$ cat src/rtl/fft_mag_pkg.sv
// fft_mag_pkg: shared widths, sideband codes and helpers for fft_mag_peak.
// Honours FFT_MAG_SQRT_EN, which selects the square-root pipeline.
package fft_mag_pkg;

   // Per-sample sideband flags. A closing sample always carries an eop code,
   // so the error flag only needs to exist on eop.
   typedef enum logic [1:0] {
      SB_IDLE    = 2'd0,
      SB_DATA    = 2'd1,
      SB_EOP     = 2'd2,
      SB_EOP_ERR = 2'd3
   } sb_code_e;

`ifdef FFT_MAG_SQRT_EN
   localparam bit SQRT_EN = 1'b1;
`else
   localparam bit SQRT_EN = 1'b0;
`endif

   function automatic int sq_w(input int in_w);
      return 2 * in_w;
   endfunction

   function automatic int sum_w(input int in_w);
      return 2 * in_w + 1;
   endfunction

   function automatic int root_w(input int in_w);
      return in_w + 1;
   endfunction

   // Input-to-output latency in clock edges for the current build.
   function automatic int fft_mag_latency(input int in_w);
      return 4 + (SQRT_EN ? root_w(in_w) : 0);
   endfunction

   // Right shift by sh, then clamp to the largest ow-bit unsigned value.
   function automatic logic [63:0] sat_shift(input logic [63:0] v, input int sh, input int ow);
      logic [63:0] s;
      logic [63:0] m;
      s = v >> sh;
      m = (ow >= 64) ? '1 : ((64'd1 << ow) - 64'd1);
      return (s > m) ? m : s;
   endfunction

endpackage

$ cat src/rtl/isqrt_pipe.sv
// isqrt_pipe: pipelined non-restoring integer square root, one result bit
// per stage, with a sideband bus delayed alongside. Only built when
// FFT_MAG_SQRT_EN is defined.
`ifdef FFT_MAG_SQRT_EN
module isqrt_pipe #(
   parameter  int D_W  = 49,
   parameter  int SB_W = 12,
   localparam int N    = (D_W + 1) / 2
) (
   input  logic            clk,
   input  logic            rst_n,
   input  logic [D_W-1:0]  d,
   input  logic [SB_W-1:0] sb_in,
   output logic [N-1:0]    root,
   output logic [SB_W-1:0] sb_out
);
   // Partial remainder needs two bits of headroom over the root for the
   // shifted-in radicand pair plus a sign bit.
   localparam int RW = N + 3;

   logic signed [RW-1:0] rem   [N];
   logic        [N-1:0]  q     [N];
   logic        [2*N-1:0] rad  [N];
   logic        [SB_W-1:0] sb  [N];

   logic signed [RW-1:0] rem_nx [N];
   logic        [N-1:0]  q_nx   [N];
   logic        [2*N-1:0] rad_in [N];

   // Each stage consumes the top radicand pair and decides one root bit.
   always_comb begin
      for (int i = 0; i < N; i++) begin
         logic signed [RW-1:0] r_in;
         logic signed [RW-1:0] r_sh;
         logic        [N-1:0]  q_in;
         r_in      = (i == 0) ? '0 : rem[i-1];
         q_in      = (i == 0) ? '0 : q[i-1];
         rad_in[i] = (i == 0) ? (2*N)'(d) : rad[i-1];
         r_sh      = (r_in <<< 2) + $signed({{(RW-2){1'b0}}, rad_in[i][2*N-1 -: 2]});
         if (!r_in[RW-1])
            rem_nx[i] = r_sh - $signed({1'b0, q_in, 2'b01});
         else
            rem_nx[i] = r_sh + $signed({1'b0, q_in, 2'b11});
         q_nx[i] = {q_in[N-2:0], ~rem_nx[i][RW-1]};
      end
   end

   // Stage registers for remainder, partial root, radicand and sideband.
   always_ff @(posedge clk or negedge rst_n) begin
      if (!rst_n) begin
         for (int i = 0; i < N; i++) begin
            rem[i] <= '0;
            q[i]   <= '0;
            rad[i] <= '0;
            sb[i]  <= '0;
         end
      end else begin
         for (int i = 0; i < N; i++) begin
            rem[i] <= rem_nx[i];
            q[i]   <= q_nx[i];
            rad[i] <= rad_in[i] << 2;
            sb[i]  <= (i == 0) ? sb_in : sb[i-1];
         end
      end
   end

   assign root   = q[N-1];
   assign sb_out = sb[N-1];

endmodule
`endif

$ cat src/rtl/fft_mag_peak.sv
// fft_mag_peak: pipelined |X|^2 (or |X| with FFT_MAG_SQRT_EN) with shift and
// saturation, bin tagging, frame length checking and per-frame peak report.
module fft_mag_peak
   import fft_mag_pkg::*;
#(
   parameter  int IN_W      = 24,
   parameter  int OUT_W     = 32,
   parameter  int SHIFT     = 9,
   parameter  int FRAME_LEN = 1024,
   localparam int BIN_W     = $clog2(FRAME_LEN)
) (
   input  logic             clk,
   input  logic             rst_n,
   input  logic             in_valid,
   input  logic [IN_W-1:0]  in_real,
   input  logic [IN_W-1:0]  in_imag,
   input  logic             in_eop,
   output logic             out_valid,
   output logic [OUT_W-1:0] out_data,
   output logic [BIN_W-1:0] out_bin,
   output logic             out_eop,
   output logic             peak_valid,
   output logic [OUT_W-1:0] peak_data,
   output logic [BIN_W-1:0] peak_bin,
   output logic             frame_err
);
   localparam int SQ_W  = sq_w(IN_W);
   localparam int SUM_W = sum_w(IN_W);
   localparam int SB_W  = BIN_W + 2;
`ifdef FFT_MAG_SQRT_EN
   localparam int RES_W = root_w(IN_W);
`else
   localparam int RES_W = SUM_W;
`endif

   logic [BIN_W-1:0]       cnt;
   logic                   last, close;
   sb_code_e               code_in;
   logic signed [IN_W-1:0] re1, im1;
   logic signed [SQ_W-1:0] re_x, im_x;
   logic [SQ_W-1:0]        sq_re, sq_im;
   logic [SUM_W-1:0]       sum;
   logic [SB_W-1:0]        sb_pipe [3];
   logic [RES_W-1:0]       res;
   logic [SB_W-1:0]        sb_res;
   sb_code_e               code_o;
   logic                   v_o, out_err;
   logic                   have;
   logic [OUT_W-1:0]       run_val, cand_val;
   logic [BIN_W-1:0]       run_bin, cand_bin;

   // Classify the incoming sample: a frame closes on in_eop or on the last
   // nominal bin, and it is in error when those two disagree.
   always_comb begin
      last    = (cnt == BIN_W'(FRAME_LEN - 1));
      close   = in_eop | last;
      code_in = SB_IDLE;
      if (in_valid)
         code_in = !close ? SB_DATA : ((in_eop ^ last) ? SB_EOP_ERR : SB_EOP);
   end

   // Input-side bin counter.
   always_ff @(posedge clk or negedge rst_n) begin
      if (!rst_n)
         cnt <= '0;
      else if (in_valid)
         cnt <= close ? '0 : cnt + 1'b1;
   end

   assign re_x = SQ_W'(re1);
   assign im_x = SQ_W'(im1);

   // S1 input regs, S2 squares, S3 sum, with the sideband in lockstep.
   always_ff @(posedge clk or negedge rst_n) begin
      if (!rst_n) begin
         re1   <= '0;
         im1   <= '0;
         sq_re <= '0;
         sq_im <= '0;
         sum   <= '0;
         for (int i = 0; i < 3; i++) sb_pipe[i] <= '0;
      end else begin
         re1        <= in_real;
         im1        <= in_imag;
         sq_re      <= $unsigned(re_x * re_x);
         sq_im      <= $unsigned(im_x * im_x);
         sum        <= SUM_W'(sq_re) + SUM_W'(sq_im);
         sb_pipe[0] <= {code_in, cnt};
         sb_pipe[1] <= sb_pipe[0];
         sb_pipe[2] <= sb_pipe[1];
      end
   end

`ifdef FFT_MAG_SQRT_EN
   isqrt_pipe #(.D_W(SUM_W), .SB_W(SB_W)) u_isqrt (
      .clk    (clk),
      .rst_n  (rst_n),
      .d      (sum),
      .sb_in  (sb_pipe[2]),
      .root   (res),
      .sb_out (sb_res)
   );
`else
   assign res    = sum;
   assign sb_res = sb_pipe[2];
`endif

   assign code_o = sb_code_e'(sb_res[SB_W-1 -: 2]);
   assign v_o    = (code_o != SB_IDLE);

   // SO: shift/saturate and register outputs; everything is zero in bubbles.
   always_ff @(posedge clk or negedge rst_n) begin
      if (!rst_n) begin
         out_valid <= 1'b0;
         out_data  <= '0;
         out_bin   <= '0;
         out_eop   <= 1'b0;
         out_err   <= 1'b0;
      end else begin
         out_valid <= v_o;
         out_data  <= v_o ? OUT_W'(sat_shift(64'(res), SHIFT, OUT_W)) : '0;
         out_bin   <= v_o ? sb_res[BIN_W-1:0] : '0;
         out_eop   <= (code_o == SB_EOP) || (code_o == SB_EOP_ERR);
         out_err   <= (code_o == SB_EOP_ERR);
      end
   end

   // Running maximum including the current result; ties keep the older bin.
   always_comb begin
      cand_val = run_val;
      cand_bin = run_bin;
      if (!have || out_data > run_val) begin
         cand_val = out_data;
         cand_bin = out_bin;
      end
   end

   // Peak tracker: accumulate over the frame, report and rearm on out_eop.
   always_ff @(posedge clk or negedge rst_n) begin
      if (!rst_n) begin
         have       <= 1'b0;
         run_val    <= '0;
         run_bin    <= '0;
         peak_valid <= 1'b0;
         peak_data  <= '0;
         peak_bin   <= '0;
         frame_err  <= 1'b0;
      end else begin
         peak_valid <= 1'b0;
         frame_err  <= 1'b0;
         if (out_valid) begin
            if (out_eop) begin
               peak_data  <= cand_val;
               peak_bin   <= cand_bin;
               peak_valid <= 1'b1;
               frame_err  <= out_err;
               have       <= 1'b0;
            end else begin
               run_val <= cand_val;
               run_bin <= cand_bin;
               have    <= 1'b1;
            end
         end
      end
   end

endmodule

$ cat config.mk
export PLATFORM = sky130hd
export DESIGN_NAME = fft_mag_peak
export DESIGN_NICKNAME = d
export VERILOG_FILES = /design/src/rtl/fft_mag_pkg.sv /design/src/rtl/isqrt_pipe.sv /design/src/rtl/fft_mag_peak.sv
export SDC_FILE = /design/constraint.sdc
export NUM_CORES = 2
export LEC_CHECK = 0
export BUFFER_PORTS_ARGS = -buffer_cell sky130_fd_sc_hd__buf_2
export CELL_PAD_IN_SITES_DETAIL_PLACEMENT = 1
export CELL_PAD_IN_SITES_GLOBAL_PLACEMENT = 2
export CORE_ASPECT_RATIO = 1.2
export CORE_MARGIN = 10
export CORE_UTILIZATION = 40
export CTS_CLUSTER_SIZE = 14
export DETAILED_ROUTE_END_ITERATION = 6
export GPL_TIMING_DRIVEN = 1
export HOLD_SLACK_MARGIN = 0.06
export PLACE_DENSITY_LB_ADDON = 0.25
export SYNTH_ARGS = -nofsm -noshare
export SYNTH_HDL_FRONTEND = slang
export SYNTH_SLANG_ARGS = --single-unit
$ cat constraint.sdc
create_clock -name clk -period 14 [get_ports clk]
set_clock_uncertainty 0.2 [all_clocks]
set_input_delay 0.7 -clock clk [delete_from_list [all_inputs] [get_ports clk]]
set_output_delay 0.7 -clock clk [all_outputs]
set_load 0.01 [all_outputs]
==> After elaboration in Yosys (flattened, before gate mapping) <==
Index checks and enable logic that the tools add are counted.
{ "op_classes": {"add_sub_neg": 2, "n_mul": 2, "magnitude_cmp": 2, "n_eq_ne": 3, "mux": 14, "n_bitwise": 3, "reduce_logical": 6} }
{ "op_table": {"columns": ["operator", "n"], "rows": [
  ["$mul 24x24->48", 2],
  ["$mux 32", 3],
  ["$add 48x48->49", 1],
  ["$gt 40x32->1 const B", 1],
  ["$gt 32x32->1", 1],
  ["$mux 10", 3],
  ["$add 10x1->10 const B", 1],
  ["$eq 10x10->1 const B", 1],
  ["$mux 1", 6],
  ["$eq 2x2->1 const B", 2],
  ["$mux 2", 2],
  ["$reduce_and 2->1", 2],
  ["$logic_or 1x1->1", 2],
  ["$reduce_bool 2->1", 1],
  ["$logic_not 1->1", 1],
  ["$not 1->1", 1],
  ["$or 1x1->1", 1],
  ["$xor 1x1->1", 1]
]} }
{ "word_totals": {"reg_bits": 371, "inputBits": 52} }

==> Logic depth before layout (Yosys ltp) <==
{ "depth": {"depth_word": 5, "ltp_mapped": 28, "depth_no_buf": 25} }

==> Worst setup path after synthesis <==
OpenSTA, ideal clock, no wires.
{ "synth_path": {"kind": "flip-flop to flip-flop", "start": "register re1[23]", "end": "register sq_re[46]", "setup_time_ns": 0.125, "t_arrival_ns": 6.911, "t_required_ns": 13.675, "path_slack_ns": 6.764, "stages_incl_launch_ff": 27, "n_path_buf": 3, "path_cell_list": "dfrtp_1 -> clkbuf_1 -> clkbuf_1 -> nand2_1 -> inv_1 -> fa_1 -> fa_1 -> inv_1 -> fa_1 -> inv_1 -> fa_1 -> fa_1 -> fa_1 -> inv_1 -> fa_1 -> inv_1 -> ha_1 -> clkbuf_1 -> a21o_1 -> a21oi_1 -> nand2b_1 -> a211oi_1 -> a31oi_1 -> or3_1 -> o221ai_2 -> o221ai_1 -> xnor2_1"} }
{ "synth_between": {"elab_chain_cells": 1} }
{ "synth_rtl": {"columns": ["element", "line", "text"], "rows": [
  ["start, declared", "fft_mag_peak.sv:39", "logic signed [IN_W-1:0] re1, im1;"],
  ["start signal, assigned", "fft_mag_peak.sv:83", "re1 <= in_real;"],
  ["$mul 24x24->48", "fft_mag_peak.sv:85", "sq_re <= $unsigned(re_x * re_x);"],
  ["end signal, assigned", "fft_mag_peak.sv:85", null],
  ["end, declared", "fft_mag_peak.sv:41", "logic [SQ_W-1:0] sq_re, sq_im;"]
]} }
No other way between the ends.
A chain may end at the register's enable or synchronous reset.

==> Final worst setup path <==
{ "layout_path": {"start": "register im1[0]", "end": "register sq_im[45]"} }
{ "layout_between": {"elab_chain_cells": 1} }
{ "layout_rtl": {"columns": ["element", "line", "text"], "rows": [
  ["start, declared", "fft_mag_peak.sv:39", null],
  ["start signal, assigned", "fft_mag_peak.sv:84", "im1 <= in_imag;"],
  ["$mul 24x24->48", "fft_mag_peak.sv:86", "sq_im <= $unsigned(im_x * im_x);"],
  ["end signal, assigned", "fft_mag_peak.sv:86", null],
  ["end, declared", "fft_mag_peak.sv:41", null]
]} }
No other way between the ends.

==> reports/results.tsv <==
metric	value	unit
postLayoutCoreUtil	43.9	%
globalRoute.totalOverflow	0	
postSynthRegisterBits	358	
yosys.area_share.simple	9.79	%
dp.final_hpwl	108	mm
run_status	complete, no violations	
synth-main-ff-cell	dfrtp_1	
cpMostUsedCell	fa_1	
clk_path_buf_depth	3	
starting_density	40.3	%
end_kind	register	
antenna_violations_before_repair	0	
netlist-cell-type-count	78	
slew-limit-headroom	27.8	%
finalSetupTns	0	ps
cts.hold.buffers_added	48	
clockRootBuffer	clkbuf_16	
synth-async-reset-ratio	100	%
post-route-drc-count	0	
max_cap_viol_count	0	
timing.hold.ws	122	ps
cts_repair_resize_count	0	
grt_first_pass_wirelength	216	mm
complex_gate_fraction_of_the_synthesized_area	5.25	%
synth_top_cells_by_count	inv_1 (1387), fa_1 (1111), nand2_1 (418)	
synth_fa_ha_area_share	52.0	%
instance_count_of_the_mapped_netlist	5093	
worst_ep_required_time	14370	ps
type_of_the_worst_setup_path	register to register	
drt.antenna.violating_nets	0	
top_level_ports	140	
hold_viol_final	0	
setup-violations-final	0	
clk_pin_slew	70	ps
wire_length_reported_by_the_detailed_router	133	mm
postCtsSetupBuffers	0	
track_usage	19.1	%
placement_rows	144	
num-nets-final	6766	
vias_in_the_first_global_route	40200	
clock_tree.htree_level_count	2	
series_of_cell_instances_along_the_critical_path	nand2_1 -> inv_1 -> fa_1 -> fa_1 -> inv_1 -> fa_1 -> inv_1 -> fa_1 -> fa_1 -> fa_1 -> fa_1 -> ha_1 -> inv_1 -> nor3_1 -> nand2_1 -> o21ai_1 -> o21a_1 -> or4b_1 -> o211ai_1	
synth.yosys.seq_area_share	17.3	%
synth.avg_cell_area	10.1	µm²
hold_path_class	primary input to register	
routed_wire_length_per_instance	19.1	µm
dr_total_vias	33900	
critical_path.slowest_cell	dfrtp_1	
core_area	0.128	mm²
synthDominantAreaCellType	fa_1	
tritoncts	built	
worst_setup_path_start_kind	register	
yosys.area_share.xor_xnor	2.65	%
chipHeight	414	µm
tritoncts_num_sinks	358	
syn_area	0.0516	mm²
syn2layout_area_growth	9.02	%
worstPathMaxFanout	25	
mappedNetlistNets	6623	
rsz_0062_raised_after_global_routing	false	
fmax	0.124	GHz
synth.mux.area_fraction	1.81	%
yosys.cell_count.top_type	inv_1	
maximum_number_of_pins_on_one_net_before_global_route_repair	87	
timing_max_transition_violations_final	0	
ff2ff_setup_slack	5940	ps
synth_top_area_share	43.1	%
synth-warning-count	0	
clk_latency_worst_skew_pair	670	ps
detail_route.vias_per_cell	4.88	
first_iter_violations	1126	
worst-slew-pin-transition	1080	ps
cp.arrival	8420	ps
gp_congestion	0.807	
synth_enable_flop_cells	0	
drt_first_pass_iters	5	
final.min_clock_period	8060	ps
synth_top_family_by_area	adder cells	
die_w	348	µm
tritoncts_buffers	45	
die_area	0.144	mm²
synth.area.top_cells	fa_1 (43%), dfrtp_1 (17%), inv_1 (10%)	
port-buffer-count	139	
fin_crit_sh	57.6	%
critical_path.max_stage_delay	1010	ps
drive_gt1_share	5.67	%
-- flip-flops by register name (all words and copies together), names as in the netlist, 10 cells and up --
| register | flops |
|---|---|
| sq_re | 46 |
| out_data | 32 |
| sq_im | 46 |
| sb_pipe | 24 |
| sb_res | 12 |
| re1 | 24 |
| out_bin | 10 |
| cnt | 10 |
| peak_data | 32 |
| peak_bin | 10 |
| run_val | 32 |
| res | 40 |
| im1 | 24 |
| run_bin | 10 |
-- metal layers --
metal / share of wire, % / up-vias / wire, µm / global-route usage (%)
met5: 0 / - / 0 / 0
met4: 2.6 / 0 / 3510 / 5.02
met3: 2.3 / 146 / 3010 / 1.76
met2: 56 / 341 / 74200 / 37.6
met1: 39 / 18100 / 51800 / 21.9
li1: - / 15400 / - / -
-- logic make-up after synthesis --
family          after synthesis
flops                       358
mux                          88
compound gates              417
simple gates               1065
fa+ha+maj                  1478
xor+xnor                    156
buf+inv                    1531
-- final cells by class --
| type | count | area, µm² |
|---|---|---|
| fillers | 14400 | 72000 |
| multi-input cells | 3204 | 36900 |
| flip-flops and latches | 358 | 8960 |
| inverters | 1387 | 5210 |
| well taps | 1679 | 2100 |
| repair buffers | 240 | 1580 |
| clock buffers | 56 | 1240 |
| clock inverters | 24 | 300 |
| diodes | 2 | 5.00 |
-- worst paths after layout --
kind                                            start                  end  depth (start not counted)
worst min-delay path                      in_real[23]    re1[23]$_DFF_PN0_                          1
max in group asynchronous                       rst_n    res[37]$_DFF_PN0_                          4
min in group asynchronous                       rst_n    re1[19]$_DFF_PN0_                          2
worst max-delay path                 im1[0]$_DFF_PN0_  sq_im[45]$_DFF_PN0_                         19
worst min register to register  sb_pipe[16]$_DFF_PN0_  sb_res[4]$_DFF_PN0_                          0
worst max register to register       im1[0]$_DFF_PN0_  sq_im[45]$_DFF_PN0_                         19
-- placed cells by master, fill, tap and decap left out, drive strengths merged, types with 64 or more instances in the layout --
| cell type | instances |
|---|---|
| nand2 | 418 |
| o21ai | 64 |
| fa | 1111 |
| dfrtp | 358 |
| a21oi | 153 |
| xnor2 | 112 |
| nor2 | 221 |
| inv | 1390 |
| ha | 367 |
| buf | 192 |
| and2 | 222 |
-- critical path: cells and delay by family, from the launching register on --
| kind | cells | cell delay (ps) |
|---|---|---|
| AOI/OAI and AO/OA | 3 | 560 |
| adders and majority gates | 8 | 4460 |
| buffers and inverters | 4 | 730 |
| DFF | 1 | 1010 |
| and+or+nand+nor | 4 | 1010 |
-- stage by stage --
stage | instances | worst slack, ps | instance area (µm²)
final | 6950 | 5940 | 56300
after global routing | 6948 | 5460 | 56300
after CTS | 6948 | 5910 | 56300
after detailed placement | 6820 | 5950 | 54300
after global placement | 6820 | 6120 | 54300
after floorplan | 5093 | 6760 | 51600
Power is left out: the tool's default activity adds up to more than one toggle a clock period on the data nets, which glitch-free logic cannot reach.
